### config.mk
export PLATFORM = sky130hd
export DESIGN_NAME = pipe_ctrl_flat
export DESIGN_NICKNAME = d
export VERILOG_FILES = /design/src/rtl/pipe_ctrl_if.sv /design/src/rtl/pipe_ctrl.sv /design/src/flat_wrapper.sv
export SDC_FILE = /design/constraint.sdc
export NUM_CORES = 1
export LEC_CHECK = 0
export ABC_AREA = 1
export BUFFER_PORTS_ARGS = -buffer_cell sky130_fd_sc_hd__buf_2
export CORE_MARGIN = 10
export CORE_UTILIZATION = 30
export DETAILED_ROUTE_END_ITERATION = 6
export PLACE_DENSITY = 0.62
export SKIP_LAST_GASP = 1
export SLEW_MARGIN = 25
export SYNTH_ARGS = -nofsm -noshare
export SYNTH_HDL_FRONTEND = slang
export SYNTH_SLANG_ARGS = --single-unit
### constraint.sdc
create_clock -name clk -period 1.35 [get_ports clk]
set_input_delay 0.2025 -clock clk [delete_from_list [all_inputs] [get_ports clk]]
set_output_delay 0.2025 -clock clk [all_outputs]
set_load 0.05 [all_outputs]
### src/rtl/pipe_ctrl_if.sv
// Pipeline control bus: decode hazard info, EX/MEM status and memory
// handshake in, stall/flush/req/err out of the control unit.
interface pipe_ctrl_if;
  // Decode-stage hazard information
  logic       id2cu_wb_en_i;
  logic       id2cu_mem_en_i;
  logic [4:0] id2cu_rs1_addr_i;
  logic [4:0] id2cu_rs2_addr_i;
  logic [4:0] id2cu_rd_addr_i;
  // EX / MEM status and memory handshake
  logic       ex2cu_jump_en_i;
  logic       exmem2cu_mem_vld_i;
  logic       mem2cu_ack_i;
  logic       cu_err_clr_i;
  // Control outputs
  logic       cu2mem_req_o;
  logic       cu2pc_stall_o;
  logic       cu2ifid_stall_o;
  logic       cu2ifid_flush_o;
  logic       cu2idex_stall_o;
  logic       cu2idex_flush_o;
  logic       cu2exmem_stall_o;
  logic       cu_err_o;

  // Control unit side: drives stall/flush/req/err
  modport master (
    input  id2cu_wb_en_i, id2cu_mem_en_i, id2cu_rs1_addr_i, id2cu_rs2_addr_i,
           id2cu_rd_addr_i, ex2cu_jump_en_i, exmem2cu_mem_vld_i, mem2cu_ack_i,
           cu_err_clr_i,
    output cu2mem_req_o, cu2pc_stall_o, cu2ifid_stall_o, cu2ifid_flush_o,
           cu2idex_stall_o, cu2idex_flush_o, cu2exmem_stall_o, cu_err_o
  );

  // Pipeline / memory side: supplies status, consumes control
  modport slave (
    output id2cu_wb_en_i, id2cu_mem_en_i, id2cu_rs1_addr_i, id2cu_rs2_addr_i,
           id2cu_rd_addr_i, ex2cu_jump_en_i, exmem2cu_mem_vld_i, mem2cu_ack_i,
           cu_err_clr_i,
    input  cu2mem_req_o, cu2pc_stall_o, cu2ifid_stall_o, cu2ifid_flush_o,
           cu2idex_stall_o, cu2idex_flush_o, cu2exmem_stall_o, cu_err_o
  );
endinterface

### src/rtl/pipe_ctrl.sv
// Pipeline control unit for the 5-stage core: memory handshake with timeout,
// taken-jump flush and load-use bubble insertion. Outputs are combinational.
module pipe_ctrl #(
  parameter int unsigned MEM_TIMEOUT = 16,
  parameter int unsigned CNT_W       = 5
) (
  input logic           clk,
  input logic           rst_n,
  pipe_ctrl_if.master   cu
);

  // Counter must reach MEM_TIMEOUT-1; fewer than 2 wait cycles is meaningless
  if (MEM_TIMEOUT < 2 || MEM_TIMEOUT >= (1 << CNT_W)) begin : gen_param_check
    $error("pipe_ctrl: MEM_TIMEOUT must be >= 2 and representable in CNT_W bits");
  end

  localparam logic [1:0] StRun     = 2'd0;
  localparam logic [1:0] StMemWait = 2'd1;
  localparam logic [1:0] StErr     = 2'd2;

  localparam logic [CNT_W-1:0] CntLast = CNT_W'(MEM_TIMEOUT - 1);

  logic [1:0]       state_q, state_d;
  logic [CNT_W-1:0] cnt_q, cnt_d;
  logic [4:0]       ex_rd_q, ex_rd_d;
  logic             ex_load_q, ex_load_d;

  logic mem_stall;
  logic mem_req;
  logic jump_act;
  logic load_use;
  logic load_use_act;
  logic idex_flush;

  // Memory stall and request derived from FSM state and current handshake
  always_comb begin
    mem_stall = 1'b0;
    mem_req   = 1'b0;
    case (state_q)
      StRun: begin
        mem_stall = cu.exmem2cu_mem_vld_i & ~cu.mem2cu_ack_i;
        mem_req   = cu.exmem2cu_mem_vld_i;
      end
      StMemWait: begin
        mem_stall = ~cu.mem2cu_ack_i;
        mem_req   = 1'b1;
      end
      StErr: begin
        mem_stall = 1'b1;
        mem_req   = 1'b0;
      end
      default: begin
        mem_stall = 1'b0;
        mem_req   = 1'b0;
      end
    endcase
  end

  // Hazard resolution: memory stall beats jump, jump beats load-use
  always_comb begin
    // A non-zero rd can only match a non-zero rs, so x0 never creates a hazard
    load_use = ex_load_q && (ex_rd_q != 5'd0) &&
               ((ex_rd_q == cu.id2cu_rs1_addr_i) || (ex_rd_q == cu.id2cu_rs2_addr_i));
    jump_act     = cu.ex2cu_jump_en_i & ~mem_stall;
    load_use_act = load_use & ~mem_stall & ~cu.ex2cu_jump_en_i;
    idex_flush   = jump_act | load_use_act;
  end

  // FSM next state and timeout counter
  always_comb begin
    state_d = state_q;
    cnt_d   = cnt_q;
    case (state_q)
      StRun: begin
        if (cu.exmem2cu_mem_vld_i && !cu.mem2cu_ack_i) begin
          state_d = StMemWait;
          cnt_d   = '0;
        end
      end
      StMemWait: begin
        if (cu.mem2cu_ack_i) begin
          state_d = StRun;
        end else if (cnt_q == CntLast) begin
          state_d = StErr;
        end else begin
          cnt_d = cnt_q + CNT_W'(1);
        end
      end
      StErr: begin
        if (cu.cu_err_clr_i) begin
          state_d = StRun;
          cnt_d   = '0;
        end
      end
      default: begin
        state_d = StRun;
        cnt_d   = '0;
      end
    endcase
  end

  // EX-stage destination tracking follows ID/EX: held on stall, zeroed on bubble
  always_comb begin
    ex_rd_d   = ex_rd_q;
    ex_load_d = ex_load_q;
    if (!mem_stall) begin
      if (idex_flush) begin
        ex_rd_d   = 5'd0;
        ex_load_d = 1'b0;
      end else begin
        ex_rd_d   = cu.id2cu_rd_addr_i;
        ex_load_d = cu.id2cu_mem_en_i & cu.id2cu_wb_en_i;
      end
    end
  end

  // State registers
  always_ff @(posedge clk or negedge rst_n) begin
    if (!rst_n) begin
      state_q   <= StRun;
      cnt_q     <= '0;
      ex_rd_q   <= 5'd0;
      ex_load_q <= 1'b0;
    end else begin
      state_q   <= state_d;
      cnt_q     <= cnt_d;
      ex_rd_q   <= ex_rd_d;
      ex_load_q <= ex_load_d;
    end
  end

  // Outputs forced low while reset is asserted, independent of inputs
  always_comb begin
    cu.cu2mem_req_o     = rst_n & mem_req;
    cu.cu2pc_stall_o    = rst_n & (mem_stall | load_use_act);
    cu.cu2ifid_stall_o  = rst_n & (mem_stall | load_use_act);
    cu.cu2ifid_flush_o  = rst_n & jump_act;
    cu.cu2idex_stall_o  = rst_n & mem_stall;
    cu.cu2idex_flush_o  = rst_n & idex_flush;
    cu.cu2exmem_stall_o = rst_n & mem_stall;
    cu.cu_err_o         = rst_n & (state_q == StErr);
  end

  // Stall and flush of the same pipeline register are mutually exclusive
  assert property (@(posedge clk) disable iff (!rst_n)
                   !(cu.cu2ifid_stall_o && cu.cu2ifid_flush_o));
  assert property (@(posedge clk) disable iff (!rst_n)
                   !(cu.cu2idex_stall_o && cu.cu2idex_flush_o));

endmodule

### src/flat_wrapper.sv
// flat-port wrapper written by rule: the top's interface ports become plain ports
module pipe_ctrl_flat 
#(
  parameter int unsigned MEM_TIMEOUT = 16,
  parameter int unsigned CNT_W       = 5
)
  (clk, rst_n, cu_id2cu_wb_en_i, cu_id2cu_mem_en_i, cu_id2cu_rs1_addr_i, cu_id2cu_rs2_addr_i, cu_id2cu_rd_addr_i, cu_ex2cu_jump_en_i, cu_exmem2cu_mem_vld_i, cu_mem2cu_ack_i, cu_cu_err_clr_i, cu_cu2mem_req_o, cu_cu2pc_stall_o, cu_cu2ifid_stall_o, cu_cu2ifid_flush_o, cu_cu2idex_stall_o, cu_cu2idex_flush_o, cu_cu2exmem_stall_o, cu_cu_err_o);
  pipe_ctrl_if cu_i ();
  input logic clk;
  input logic rst_n;
  input wire logic [$bits(cu_i.id2cu_wb_en_i)-1:0] cu_id2cu_wb_en_i;
  input wire logic [$bits(cu_i.id2cu_mem_en_i)-1:0] cu_id2cu_mem_en_i;
  input wire logic [$bits(cu_i.id2cu_rs1_addr_i)-1:0] cu_id2cu_rs1_addr_i;
  input wire logic [$bits(cu_i.id2cu_rs2_addr_i)-1:0] cu_id2cu_rs2_addr_i;
  input wire logic [$bits(cu_i.id2cu_rd_addr_i)-1:0] cu_id2cu_rd_addr_i;
  input wire logic [$bits(cu_i.ex2cu_jump_en_i)-1:0] cu_ex2cu_jump_en_i;
  input wire logic [$bits(cu_i.exmem2cu_mem_vld_i)-1:0] cu_exmem2cu_mem_vld_i;
  input wire logic [$bits(cu_i.mem2cu_ack_i)-1:0] cu_mem2cu_ack_i;
  input wire logic [$bits(cu_i.cu_err_clr_i)-1:0] cu_cu_err_clr_i;
  output wire logic [$bits(cu_i.cu2mem_req_o)-1:0] cu_cu2mem_req_o;
  output wire logic [$bits(cu_i.cu2pc_stall_o)-1:0] cu_cu2pc_stall_o;
  output wire logic [$bits(cu_i.cu2ifid_stall_o)-1:0] cu_cu2ifid_stall_o;
  output wire logic [$bits(cu_i.cu2ifid_flush_o)-1:0] cu_cu2ifid_flush_o;
  output wire logic [$bits(cu_i.cu2idex_stall_o)-1:0] cu_cu2idex_stall_o;
  output wire logic [$bits(cu_i.cu2idex_flush_o)-1:0] cu_cu2idex_flush_o;
  output wire logic [$bits(cu_i.cu2exmem_stall_o)-1:0] cu_cu2exmem_stall_o;
  output wire logic [$bits(cu_i.cu_err_o)-1:0] cu_cu_err_o;
  assign cu_i.id2cu_wb_en_i = cu_id2cu_wb_en_i;
  assign cu_i.id2cu_mem_en_i = cu_id2cu_mem_en_i;
  assign cu_i.id2cu_rs1_addr_i = cu_id2cu_rs1_addr_i;
  assign cu_i.id2cu_rs2_addr_i = cu_id2cu_rs2_addr_i;
  assign cu_i.id2cu_rd_addr_i = cu_id2cu_rd_addr_i;
  assign cu_i.ex2cu_jump_en_i = cu_ex2cu_jump_en_i;
  assign cu_i.exmem2cu_mem_vld_i = cu_exmem2cu_mem_vld_i;
  assign cu_i.mem2cu_ack_i = cu_mem2cu_ack_i;
  assign cu_i.cu_err_clr_i = cu_cu_err_clr_i;
  assign cu_cu2mem_req_o = cu_i.cu2mem_req_o;
  assign cu_cu2pc_stall_o = cu_i.cu2pc_stall_o;
  assign cu_cu2ifid_stall_o = cu_i.cu2ifid_stall_o;
  assign cu_cu2ifid_flush_o = cu_i.cu2ifid_flush_o;
  assign cu_cu2idex_stall_o = cu_i.cu2idex_stall_o;
  assign cu_cu2idex_flush_o = cu_i.cu2idex_flush_o;
  assign cu_cu2exmem_stall_o = cu_i.cu2exmem_stall_o;
  assign cu_cu_err_o = cu_i.cu_err_o;
  pipe_ctrl #(.MEM_TIMEOUT(MEM_TIMEOUT), .CNT_W(CNT_W)) u_core (.clk(clk), .rst_n(rst_n), .cu(cu_i));
endmodule
After elaboration in Yosys (flattened, before gate mapping)

Cells that the tools add are included.

Register bits: 13
Bits of input ports: 23
Output and inout bits: 8
Logic and storage cells: 54

Add/sub/neg operators: 1
Equality and inequality tests: 10
Muxes and demuxes: 14
Bitwise gates (word level): 16
Reductions and logical operators: 9

Operators by type and width:

| operator                                                                | number |
|---|---|
| 5-bit two-way mux                                                       | 5 |
| 5-bit one-hot mux with 3 select lines                                   | 1 |
| 1-bit AND                                                               | 11 |
| 5-bit equality test                                                     | 2 |
| 2-bit two-way mux                                                       | 4 |
| 2-bit inequality test, second input constant                            | 3 |
| 2-bit one-hot mux with 3 select lines                                   | 1 |
| 5-bit by 1-bit adder with 5-bit output, second input constant           | 1 |
| 5-bit by 4-bit equality test with 1-bit output, second input constant   | 1 |
| 5-bit nonzero test                                                      | 1 |
| 4-bit AND reduction                                                     | 1 |
| 1-bit logical AND                                                       | 3 |
| 3-bit by 2-bit inequality test with 1-bit output, second input constant | 1 |
| 1-bit NOT                                                               | 3 |
| 1-bit one-hot mux with 3 select lines                                   | 1 |
| 3-bit AND reduction                                                     | 1 |
| 2-bit by 1-bit equality test with 1-bit output, second input constant   | 1 |
| 2-bit equality test, second input constant                              | 1 |
| 2-bit zero test                                                         | 1 |
| 2-bit by 1-bit inequality test with 1-bit output, second input constant | 1 |
| 1-bit OR                                                                | 2 |
| 1-bit one-hot mux with 2 select lines                                   | 1 |
| 1-bit zero test                                                         | 1 |
| 1-bit logical OR                                                        | 1 |
| 1-bit two-way mux                                                       | 1 |

Longest topological paths before layout

Gate-level depths: netlist of run 1.

Word-level depth: 8
Depth in mapped cells: 10
Mapped depth without buffers: 10

Least setup slack after synthesis of run 1

No wires, ideal clock.

Path kind: flip-flop to output port
Start point: register u_core.state_q[0]
End point: output cu_cu2pc_stall_o
Arrival: 2068 ps
Required time: 1148 ps
Path slack: -920 ps
Stages on the path, launching flop included: 9
Buffers on the path: 1
Cell sequence: dfrtp_1 -> nand2_2 -> inv_2 -> nand2_4 -> nand3_4 -> nor2_4 -> nand2_4 -> a21oi_1 -> buf_4

Word-level cells in the longest chain between the ends: 7
Elaborated cells on any way between the ends: 9
Classes of those cells: eq/ne (2); mux (1); bitwise (5); reduce/logical (1)

RTL lines:

| what                                        | line               | text |
|---|---|---|
| start: declaration                          | pipe_ctrl.sv:23    | `logic [1:0] state_q, state_d;` |
| start signal: assignment                    | pipe_ctrl.sv:120   | `state_q <= StRun;` |
| start signal: assignment                    | pipe_ctrl.sv:125   | `state_q <= state_d;` |
| 2-bit equality test (tied with other cells) | pipe_ctrl.sv:39    | `case (state_q)` |
| 1-bit one-hot mux with 3 select lines (*)   | pipe_ctrl.sv:39    |  |
| 1-bit NOT                                   | pipe_ctrl.sv:65    | `load_use_act = load_use & ~mem_stall & ~cu.ex2cu_jump_en_i;` |
| 1-bit AND (2 in series)                     | pipe_ctrl.sv:65    |  |
| 1-bit OR (*)                                | --                 |  |
| 1-bit AND (*)                               | --                 |  |
| end: declaration                            | flat_wrapper.sv:21 | `output wire logic [$bits(cu_i.cu2pc_stall_o)-1:0] cu_cu2pc_stall_o;` |

Mark *: on every way between the ends. The rest lies on a longest branch, timed or not.

Final worst setup path of run 1

Start point: register u_core.state_q[1]
End point: output cu_cu2ifid_stall_o

Word-level cells in the longest chain between the ends: 7
Elaborated cells on any way between the ends: 9
Classes of those cells: eq/ne (2); mux (1); bitwise (5); reduce/logical (1)

RTL lines:

| what                                        | line               | text |
|---|---|---|
| 2-bit equality test (tied with other cells) | pipe_ctrl.sv:39    |  |
| 1-bit one-hot mux with 3 select lines (*)   | pipe_ctrl.sv:39    |  |
| 1-bit NOT                                   | pipe_ctrl.sv:65    |  |
| 1-bit AND (2 in series)                     | pipe_ctrl.sv:65    |  |
| 1-bit OR (*)                                | pipe_ctrl.sv:136   | `cu.cu2ifid_stall_o = rst_n & (mem_stall \| load_use_act);` |
| 1-bit AND (*)                               | pipe_ctrl.sv:136   |  |
| end: declaration                            | flat_wrapper.sv:22 | `output wire logic [$bits(cu_i.cu2ifid_stall_o)-1:0] cu_cu2ifid_stall_o;` |

Marks and branches as above.

==> results.cfg, run 1 <==
[timing]
fin_setup_tns_ps = -3044
final-hold-violation-count = 0
max_clock_freq_mhz = 564.1
rsz0062_at_grt = yes
layout_worst_path_cycle_share_pct = 131.3
headroom_to_the_max_slew_limit_pct = 78.28
layout_min_cycle_time_ps = 1773
setup_ws_ps = -422.8
clock_skew_ps = 6.590
worst-slew-pin-transition_ps = 325.4
timing_max_transition_violations_final = 0
setup_viol = 17

[worst_setup_path]
cell_chain_critical_path = inv_2, nand2_2, inv_2, nand2_4, nand3_4, nor2_4, nand2_4, a21oi_4, buf_6
regToRegStartpoint = u_core.cnt_q[1]
cpPeakStageDelay_ps = 430
path_max_fanout = 4
cp-end-kind = primary output
cp_data_arrival_time_ps = 1570
worst_setup_path_startpoint = u_core.state_q[1]
critPathLaunchType = flop
crit_type = flop to primary output
critPathRequiredTime_ps = 1150
cpMaxStageDelayCell = dfrtp_2

[route]
drt-wirelength-per-cell_um = 11.53
drt_iter0_markers = 54
drcViolationCount = 0
drtAntennaViolNets = 0
route.final.wire_length_mm = 2.941
first_pass_iters = 4
route.vias.total = 1108
vias_per_cell = 4.345

[yosys]
netlist.top_cell.by_area = dfrtp_1
number_of_enable_flip_flop_cells_after_synthesis = 0
syn_nets = 179
yosysWarningCount = 0
yosys-top-cells-count = nand2_1 (46), inv_1 (21), nor2_1 (17)
yosys.area.top_type_share_pct = 32.26
synth_seq_cells = 13
synth-seq-area-share_pct = 32.26
syn_area_um2 = 1008
syn_inst = 154
syn-mean-instance-area_um2 = 6.548
yosys.cell_count.top_type = nand2_1
async_flop_share_pct = 100.0
ys_types = 24
synthTopCellsByArea = dfrtp_1 (32%), nand2_1 (17%), nand3_1 (7.9%)
ys_dominant_reg_cell = dfrtp_1

[cts]
cts_htree_levels = 1
cts_root_buffer = clkbuf_4
clock_network_latency_to_the_later_pin_of_the_worst_skew_pair_ps = 280
numClockSinks = 13
cts_tree = done
buffers_from_clock_root_to_sink_at_most = 2
tritoncts.num_buffers = 3
clkTransAtPathRegs_ps = 90

[grt]
grt_antenna_before_repair = 0
grt-ovfl-total = 0
first_global_vias = 1145
grt_pass1_wl_mm = 4.947
grt_max_degree = 14
grt_usage_pct = 9.855

[placement]
place.port_buffers = 30
placement.setup.worst_slack_ps = -218.5
place.detailed.hpwl_mm = 2.073
gpl.final_weighted_congestion = 0.8013

[status]
violated_checks = setup timing
status = finished, violations left

[finish]
layout.nets = 237
syn_to_final_growth_pct = 61.54
drive_gt1_share_pct = 53.55
diodes = 0
fill_cells = 320

[hold_path]
hold_path.class = primary input to flop
hp-start = cu_cu_err_clr_i

[die]
die_height_um = 77.98
fp.dieW_um = 77.98
effective_utilization_at_floorplan_pct = 32.24
rows = 20
fp.coreArea_um2 = 3128
die_area_um2 = 6081
ioPinCount = 31

[power]
power-per-cell-area_nw_per_um2 = 1149
static-leakage-power_nw = 0.8845
vdd_ir_drop_max_mv = 0.6190
design_power_total_w = 0.001872

[job]
cap_violations = 0
worst max-delay path: cells and delay by family (launching register included):
kind | cells | cell delay (ps)
buf+inv | 3 | 290
flops | 1 | 430
compound gates | 1 | 140
simple gates | 5 | 420
repair_timing:
item                                   4_1_cts  5_1_grt
setup endpoints to repair                   21       21
endpoints found under the hold margin       13        0
gates resized for setup                     37       23
hold buffers                                 1        0
setup buffers                                3        5
pin swaps                                   13        8
layout make-up:
class	instances	area (um2)	area share, %
Tap cell	44	55.05	3.379
Timing Repair Buffer	56	420.4	25.81
Inverter	30	120.1	7.373
Clock buffer	4	26.28	1.613
Sequential cell	13	331.6	20.35
Multi-Input combinational cell	108	675.6	41.47
cells in the final DEF (no fill, tap or decap), types with 2 or more instances in the layout:
cell type / instances
buf_2: 22
buf_4: 21
buf_6: 10
buf_8: 2
clkbuf_4: 3
dfrtp_1: 8
dfrtp_2: 5
inv_1: 19
inv_2: 9
nand2_1: 38
nand2_2: 9
nand2_4: 4
nand3_1: 13
nand3_2: 4
nand4_1: 2
nor2_1: 11
nor2_2: 7
nor2_4: 4
o21ai_1: 2
o21ai_2: 3
xnor2_1: 2
registers in the layout, indices dropped and copies added, names as in the netlist:
register	count
u_core.ex_rd_q	5
u_core.state_q	2
u_core.ex_load_q	1
u_core.cnt_q	5
where the power goes:
part	total [W]	internal (W)	switching (W)
Sequential	0.000569	0.000474	0.0000945
Combinational	0.00105	0.000464	0.000581
Clock	0.000258	0.000115	0.000143
Total	0.00187	0.00105	0.000819
logic make-up after synthesis:
| logic type | Yosys count | share of synthesized area (%) |
|---|---|---|
| buffers and inverters | 33 | 13.77 |
| DFF | 13 | 32.26 |
| adders and majority gates | 2 | 2.481 |
| AOI/OAI and AO/OA | 9 | 4.839 |
| xor gates and xnor gates | 2 | 1.737 |
| and+or+nand+nor | 95 | 44.91 |
through the flow:
stage                     utilization (%)  hold WS [ps]  instances  cell area, um2
after floorplan                         -        -93.09        154            1046
after global placement              43.00         163.6        242            1345
after detailed placement            43.00         162.3        242            1345
after CTS                           48.44         204.7        250            1515
after global routing                52.08         209.9        255            1629
final                               52.08         207.9        255            1629
routing by layer:
| layer | vias to the layer above | track usage, % | wire length [um] |
|---|---|---|---|
| li1 | 584 | - | - |
| met1 | 491 | 11.45 | 1271 |
| met2 | 25 | 15.17 | 1411 |
| met3 | 8 | 3.226 | 163 |
| met4 | 0 | 6.452 | 95 |
| met5 | - | 0 | 0 |
final timing paths:
check / to / slack, ps / depth (start not counted)
max: cu_cu2ifid_stall_o / -420 / 9
min: u_core.state_q[1] / 210 / 3
max reg2reg: u_core.cnt_q[3] / -80 / 10
min reg2reg: u_core.ex_load_q / 490 / 2
max in group asynchronous: u_core.ex_rd_q[0] / 750 / 3
min in group asynchronous: u_core.state_q[0] / 400 / 3
Note: power is estimated with default switching activity, not from simulation.
==> run 2: changes to the inputs <==
Settings changed: PLACE_DENSITY 0.62 to 0.6.
Clock period 1.35 ns to 1.93 ns, I/O delays scaled along.
==> results.cfg, run 2 (synthesis results as in run 1) <==
[grt]
grt-ovfl-total = 0
grt_pass1_wl_mm = 3.864
grt_busiest_layer = met2
grt_max_degree = 14
grt_usage_pct = 7.663
grt_antenna_before_repair = 0
gr-usage-met2_pct = 12.11
gr-usage-met3_pct = 3.687
first_global_vias = 902
gr-usage-met1_pct = 8.845

[timing]
fin_hold_ws_ps = 314.1
timing_max_transition_violations_final = 0
layout_min_cycle_time_ps = 1911
rsz0062_at_grt = yes
headroom_to_the_max_slew_limit_pct = 78.58
clock_skew_ps = 7.405
final-hold-violation-count = 0
setup_viol = 0
max_clock_freq_mhz = 523.3
worst-slew-pin-transition_ps = 318.6
fin_setup_tns_ps = 0
setup_ws_ps = 18.92
layout_worst_path_cycle_share_pct = 99.02

[die]
effective_utilization_at_floorplan_pct = 32.24
die_height_um = 77.98
rows = 20
fp.dieW_um = 77.98
ioPinCount = 31
die_area_um2 = 6081
fp.coreArea_um2 = 3128

[placement]
placement.setup.worst_slack_ps = 256.9
gpl.final_weighted_congestion = 0.8399
area_after_dpl_um2 = 1209
place.port_buffers = 30
place.detailed.hpwl_mm = 1.921

[route]
drtAntennaViolNets = 0
first_pass_iters = 4
vias_per_cell = 4.286
route.final.wire_length_mm = 2.496
route.vias.total = 1033
drcViolationCount = 0
drt_iter0_markers = 35
drt-wirelength-per-cell_um = 10.36

[finish]
syn_to_final_growth_pct = 34.12
fill_cells = 335
mostFrequentLayoutCells = nand2_1 (46), buf_2 (25), inv_1 (20)
top_flop_regs = u_core.cnt_q (5), u_core.ex_rd_q (5), u_core.state_q (2)
diodes = 0
finalInstanceArea_um2 = 1353
post-route-util_pct = 43.24
layout_commonest_cell = nand2_1
drive_gt1_share_pct = 36.04
layout.nets = 223

[worst_setup_path]
critPathRequiredTime_ps = 1640
critPathLaunchType = flop
regToRegStartpoint = u_core.cnt_q[0]
worst_setup_path_startpoint = u_core.state_q[1]
path_max_fanout = 6
cp_data_arrival_time_ps = 1620
r2r_setup_slack_ps = 390
crit_type = flop to primary output
cp-end-kind = primary output

[status]
status = completed

[cts]
clkTransAtPathRegs_ps = 90
cts_tree = done
cts_root_buffer = clkbuf_4
clock_network_latency_to_the_later_pin_of_the_worst_skew_pair_ps = 280
buffers_from_clock_root_to_sink_at_most = 2
cts_htree_levels = 1
numClockSinks = 13
tritoncts.num_buffers = 3

[power]
vdd_ir_drop_max_mv = 0.4179
power-per-cell-area_nw_per_um2 = 829.7
static-leakage-power_nw = 0.7899

[hold_path]
hold_path.class = primary input to flop
hp-start = cu_exmem2cu_mem_vld_i

[job]
cap_violations = 0
run 2: changes by cell type in the layout (fill, tap and decap cells not counted), sizes merged:
| cell | delta |
|---|---|
| buf | -16 |
| clkbuf | +2 |
run 2: routing by layer:
| metal | part of all wire (%) | wire (um) | up-vias |
|---|---|---|---|
| met5 | 0 | 0 | - |
| met4 | 0.36 | 9 | 0 |
| met2 | 48 | 1210 | 25 |
| li1 | - | - | 560 |
| met3 | 7.7 | 191 | 2 |
| met1 | 44 | 1086 | 446 |
run 2: worst paths after layout:
kind,depth (start not counted),end
setup / recovery,9,cu_cu2ifid_stall_o
hold / removal,3,u_core.state_q[0]
setup reg to reg,6,u_core.state_q[1]
hold reg to reg,2,u_core.ex_load_q
max in group asynchronous,3,u_core.ex_rd_q[0]
min in group asynchronous,3,u_core.cnt_q[4]
run 2: where the power goes:
| part | total, W | switching (W) | internal [W] |
|---|---|---|---|
| sequential | 0.000397 | 0.0000676 | 0.000329 |
| combinational | 0.000552 | 0.000335 | 0.000217 |
| clock | 0.000174 | 0.0000934 | 0.0000802 |
| total | 0.00112 | 0.000496 | 0.000627 |
run 2: per-stage QoR:
| stage | power [W] | std cells |
|---|---|---|
| 6_report | 0.001122 | 241 |
| 3_5_place_dp | 0.0008752 | 227 |
| 4_1_cts | 0.001080 | 233 |
| 5_1_grt | 0.001214 | 241 |
| 3_3_place_gp | 0.0008833 | 227 |
| 2_1_floorplan | 0.0007696 | 154 |
run 2: timing repair:
action,4_1_cts,5_1_grt
hold endpoints to repair,13,0
hold buffers,1,0
buffers inserted,1,8
gates resized for setup,6,8
setup endpoints to repair,4,6
pin swaps,1,7
run 2: critical path, stage by stage, from the launching register on:
cell,delay (ps)
dfrtp_1,410
inv_2,70
nand2_4,80
inv_4,40
nand2_4,60
nand3_4,100
nor2_4,140
nand2_4,80
a21oi_4,190
buf_6,180
run 2: final cells by class:
type                            instances  area, um2  area share (%)
Tap cell                               44      55.05           4.070
Multi-Input combinational cell        108      563.0           41.63
Clock buffer                            4      26.28           1.943
Timing Repair Buffer                   42      262.8           19.43
Inverter                               30      117.6           8.696
Sequential cell                        13      327.8           24.24
